$ cat config.mk
export PLATFORM = sky130hd
export DESIGN_NAME = shared_mem_arb
export DESIGN_NICKNAME = d
export VERILOG_FILES = /design/src/rtl/shared_mem_arb.sv
export SDC_FILE = /design/constraint.sdc
export NUM_CORES = 1
export LEC_CHECK = 0
export BUFFER_PORTS_ARGS = -buffer_cell sky130_fd_sc_hd__buf_4
export CORE_AREA = 4 4 116 118
export CTS_CLUSTER_SIZE = 20
export DETAILED_ROUTE_END_ITERATION = 8
export DIE_AREA = 0 0 120 122
export SETUP_SLACK_MARGIN = 0.4
export SLEW_MARGIN = 10
export SYNTH_ARGS = -nofsm -noshare
export SYNTH_HDL_FRONTEND = slang
export SYNTH_SLANG_ARGS = --single-unit
$ cat constraint.sdc
create_clock -name hclk -period 2.2 [get_ports hclk]
set_clock_uncertainty 0.2 [all_clocks]
set_input_delay 0.44 -clock hclk [delete_from_list [all_inputs] [get_ports hclk]]
set_output_delay 0.44 -clock hclk [all_outputs]
set_load 0.05 [all_outputs]
$ cat src/rtl/shared_mem_arb.sv
// Round-robin arbiter sharing one single-port SRAM between two requesters,
// with a locked RMW sequence and an idle-timeout watchdog on the lock.
module shared_mem_arb #(
    parameter int AW       = 32,
    parameter int DW       = 32,
    parameter int LOCK_TMO = 255
) (
    input  logic          hclk,
    input  logic          hresetn,
    input  logic          m0_valid,
    input  logic          m0_write,
    input  logic [AW-1:0] m0_addr,
    input  logic [DW-1:0] m0_wdata,
    input  logic          m0_lock,
    output logic          m0_ready,
    output logic          m0_rsp_valid,
    output logic [DW-1:0] m0_rsp_rdata,
    input  logic          m1_valid,
    input  logic          m1_write,
    input  logic [AW-1:0] m1_addr,
    input  logic [DW-1:0] m1_wdata,
    input  logic          m1_lock,
    output logic          m1_ready,
    output logic          m1_rsp_valid,
    output logic [DW-1:0] m1_rsp_rdata,
    output logic          sram_cs,
    output logic          sram_we,
    output logic [AW-1:0] sram_addr,
    output logic [DW-1:0] sram_wdata,
    input  logic [DW-1:0] sram_rdata,
    output logic          lock_abort
);

    typedef enum logic {
        UNLOCKED,
        LOCKED
    } state_t;

    localparam logic [7:0] TMO_LAST = 8'(LOCK_TMO - 1);

    state_t     state, state_nxt;
    logic       owner, owner_nxt;
    logic [7:0] tmo_cnt, tmo_nxt;
    logic       last;
    logic [1:0] rsp_pend;
    logic       rsp_rd;

    logic locked;
    logic owner_req;
    logic expire;
    logic hold;
    logic gnt0, gnt1, gnt;
    logic g_write, g_lock;

    // An idle owner on its last allowed cycle loses the lock right now,
    // so the other master can be granted in the same cycle.
    assign locked    = (state == LOCKED);
    assign owner_req = owner ? m1_valid : m0_valid;
    assign expire    = locked & ~owner_req & (tmo_cnt == TMO_LAST);
    assign hold      = locked & ~expire;

    // Grant selection: owner only while held, else round-robin on last.
    always_comb begin
        gnt0 = 1'b0;
        gnt1 = 1'b0;
        if (hresetn) begin
            if (hold) begin
                gnt0 = ~owner & m0_valid;
                gnt1 = owner & m1_valid;
            end else if (m0_valid & m1_valid) begin
                gnt0 = last;
                gnt1 = ~last;
            end else begin
                gnt0 = m0_valid;
                gnt1 = m1_valid;
            end
        end
    end

    assign gnt      = gnt0 | gnt1;
    assign g_write  = gnt1 ? m1_write : m0_write;
    assign g_lock   = gnt1 ? m1_lock : m0_lock;
    assign m0_ready = gnt0;
    assign m1_ready = gnt1;

    assign sram_cs    = gnt;
    assign sram_we    = gnt & g_write;
    assign sram_addr  = gnt1 ? m1_addr : (gnt0 ? m0_addr : '0);
    assign sram_wdata = gnt1 ? m1_wdata : (gnt0 ? m0_wdata : '0);

    // Lock next-state, owner, watchdog count and abort pulse.
    always_comb begin
        state_nxt  = state;
        owner_nxt  = owner;
        tmo_nxt    = tmo_cnt;
        lock_abort = 1'b0;
        unique case (state)
            UNLOCKED: begin
                tmo_nxt = 8'd0;
                if (gnt & g_lock) begin
                    state_nxt = LOCKED;
                    owner_nxt = gnt1;
                end
            end
            LOCKED: begin
                if (expire) begin
                    lock_abort = 1'b1;
                    tmo_nxt    = 8'd0;
                    if (gnt & g_lock) begin
                        owner_nxt = gnt1;
                    end else begin
                        state_nxt = UNLOCKED;
                    end
                end else if (gnt) begin
                    tmo_nxt = 8'd0;
                    if (!g_lock) begin
                        state_nxt = UNLOCKED;
                    end
                end else begin
                    tmo_nxt = tmo_cnt + 8'd1;
                end
            end
        endcase
    end

    // Lock state register.
    always_ff @(posedge hclk or negedge hresetn) begin
        if (!hresetn) begin
            state   <= UNLOCKED;
            owner   <= 1'b0;
            tmo_cnt <= 8'd0;
        end else begin
            state   <= state_nxt;
            owner   <= owner_nxt;
            tmo_cnt <= tmo_nxt;
        end
    end

    // Round-robin history and one-cycle-delayed response tracking.
    always_ff @(posedge hclk or negedge hresetn) begin
        if (!hresetn) begin
            last     <= 1'b1;
            rsp_pend <= 2'b00;
            rsp_rd   <= 1'b0;
        end else begin
            if (gnt) begin
                last <= gnt1;
            end
            rsp_pend <= {gnt1, gnt0};
            rsp_rd   <= ~g_write;
        end
    end

    assign m0_rsp_valid = rsp_pend[0];
    assign m1_rsp_valid = rsp_pend[1];
    assign m0_rsp_rdata = (rsp_pend[0] & rsp_rd) ? sram_rdata : '0;
    assign m1_rsp_rdata = (rsp_pend[1] & rsp_rd) ? sram_rdata : '0;

endmodule

==> flow_metrics.tcl <==
set metrics [dict create \
    synthTopCellsByArea "a22o_1, and3_1, dfrtp_1" \
    dp_hpwl_um 10500 \
    slew_violations 0 \
    start_util_pct 15.5 \
    cts-buffers-inserted 3 \
    postSynthAreaPerCell_um2 8.47 \
    areaGrowthSynthToFinish_pct 258 \
    pin_count 303 \
    rrSetupSlack_ps -260 \
    synth_top_area_share_pct 29.0 \
    slowest_stage "dfstp_2" \
    drive_gt1_share_pct 91.7 \
    endpoint_kind "output port" \
    grt_overflow 0 \
    n_fill_cell 1020 \
    htree_levels 1 \
    cts_tree "done" \
    path_cells "nand2_2 > o21a_1 > o211ai_2 > clkinv_4 > buf_16 > a22o_4 > buf_6" \
    synth_simple_gate_area_share_pct 30.5 \
    synth_top_family_by_area "compound AO/OA/AOI/OAI gates" \
    grt_use_total_pct 18.2 \
    synthArstFlopShare_pct 100 \
    vias 3516 \
    syn-num-nets 398 \
    io_buffers 302 \
    crit_fanout 24 \
    synth_fa_ha_area_share_pct 1.30 \
    synth_cell_types 33 \
    synthCells 228 \
    row_count 41 \
    design_area_mm2 0.00690 \
    clock_latency_ps 250 \
    first_iter_violations 149 \
    multi_input_area_mm2 0.00227 \
    tightest_slew_ps 340 \
    drcViolationCount 0 \
    viasPerCell 4.71 \
    rsz0062_at_grt "yes" \
    place_area_mm2 0.00512 \
    hold_violations 0 \
    cp.arrival_ps 2150 \
    synth_compound_area_share_pct 34.2 \
    final_cells 747 \
    outcome "finished with violations" \
    grt_pass1_vias 3664 \
    max_freq_mhz 358 \
    yosys_warnings 0 \
    diodes 0 \
    crit_path_max_incr_delay_ps 560 \
    final_common_cell "buf_4" \
    final_cell_mix "buf_4, buf_8, buf_6" \
    min_period_ps 2790 \
    hold_class "primary input to register" \
    die_w_um 120 \
    routedWlPerCell_um 20.7 \
    period_share_pct 127 \
    antenna_found_initial 0 \
    antenna_left 0 \
    dr.pass1.iters 4 \
    power.total_mw 5.13 \
    clkSlewWorstSetupHoldPaths_ps 40 \
    regArea_um2 362 \
    critPathRequiredTime_ps 1560 \
    cts.sinks 14 \
    synthMuxAreaShare_pct 0.583 \
    power_density_mw_per_mm2 743 \
    ys_seq_area_share_pct 18.2 \
    routed_wl_um 15500 \
    cts.path.max_buffers 2 \
    ys_ff_latch 14 \
    synth-xor-area-share_pct 2.72 \
    irDropWorstVdd_v 0.000436 \
    p_leak_nw 3.38 \
    max_cap_violations 0 \
    layout.nets 746 \
    fin_ws_ps -594 \
    critPathKind "register to output port" \
    netlist.top_cell.by_area "a22o_1" \
    core_mm2 0.0125 \
    synth_area_mm2 0.00193 \
    slew_headroom_pct 77.3 \
    dp.cells 708 \
    setup_viol 71 \
    whs_ps 335 \
    die_h_um 122 \
    gp_congestion 0.855 \
    ys.flop_type "dfrtp_1" \
    grt_pass1_wl_um 21000 \
    synth-edff-count 0 \
    root_buffer "clkbuf_16" \
    grt_max_degree 26 \
    crit_path_start_kind "register" \
    die_area_mm2 0.0146 \
    violations "setup timing" \
    utilization_pct 55.4 \
]
-- layer usage --
metal	vias up	part of all wire [%]	GRT usage, %
met5	-	0	0
met1	1660	34	18.9
met2	228	54	35.8
li1	1599	-	-
met4	0	2.7	4.58
met3	29	9.2	4.92
-- state kept, by name, indices dropped and copies added, names as in the netlist --
name / count
tmo_cnt: 8
rsp_pend: 2
last: 1
locked: 1
owner: 1
rsp_rd: 1
-- critical path, delay by kind of cell, from the launching register on --
kind	cells	cell delay [ps]
AO/OA/AOI/OAI	3	730
flip-flops	1	560
buffers and inverters	3	520
AND/OR/NAND/NOR	1	70
-- path summary, 6_finish.rpt --
kind | cells past startpoint | start | end
worst max register to register | 11 | tmo_cnt[0] | owner
worst min register to register | 2 | tmo_cnt[0] | tmo_cnt[0]
min in group asynchronous | 3 | hresetn | tmo_cnt[0]
worst min-delay path | 3 | m1_lock | locked
max in group asynchronous | 3 | hresetn | last
worst max-delay path | 7 | last | sram_wdata[18]
-- cells in the mapped netlist, types with 2 or more instances --
| cell type | number |
|---|---|
| buf_2 | 5 |
| nor2b_1 | 2 |
| dfrtp_1 | 13 |
| and3_1 | 66 |
| inv_2 | 2 |
| o21ai_0 | 2 |
| nand3_1 | 6 |
| nand2_1 | 5 |
| nand4_2 | 3 |
| nor2_1 | 10 |
| clkbuf_1 | 13 |
| ha_1 | 2 |
| a22o_1 | 64 |
| a21oi_1 | 2 |
| inv_1 | 2 |
| buf_6 | 3 |
| xor2_1 | 2 |
| xnor2_1 | 4 |
| buf_12 | 6 |
| nand2b_1 | 3 |
-- through the flow --
stage / setup TNS [ps] / worst slack [ps]
after floorplan: -13930 / -224
after global placement: -19340 / -321
after detailed placement: -20250 / -337
after CTS: -35780 / -574
after global routing: -43700 / -660
final: -38300 / -594
-- final cells by class --
| type | instances | share of cell area [%] |
|---|---|---|
| Clock buffer | 4 | 1.29 |
| Multi-Input combinational cell | 183 | 32.9 |
| Sequential cell | 14 | 5.24 |
| Inverter | 4 | 0.362 |
| Timing Repair Buffer | 370 | 57.1 |
| Tap cell | 172 | 3.12 |
-- report_power, final --
group	leakage [nW]	internal [mW]	total [mW]	switching, mW
registers	0.179	0.325	0.396	0.0713
clock network	0.0442	0.276	0.384	0.108
logic	3.16	2.03	4.35	2.31
total	3.38	2.63	5.13	2.49
-- what timing repair did --
action / 4_1_cts / 5_1_grt
cloned: 7 / 1
setup endpoints to repair: 149 / 147
buffers inserted: 22 / 4
endpoints found under the hold margin: 13 / 0
pin swaps: 17 / 19
gates resized for setup: 231 / 98
hold buffers: 1 / 0
-- cell families after synthesis --
group	count (synthesis)
AND/OR/NAND/NOR	98
AO/OA/AOI/OAI	76
buffers and inverters	31
adder cells (fa/ha/maj)	2
multiplexers	1
XOR/XNOR	6
flip-flops	14
Note: power is estimated with default switching activity, not from simulation.
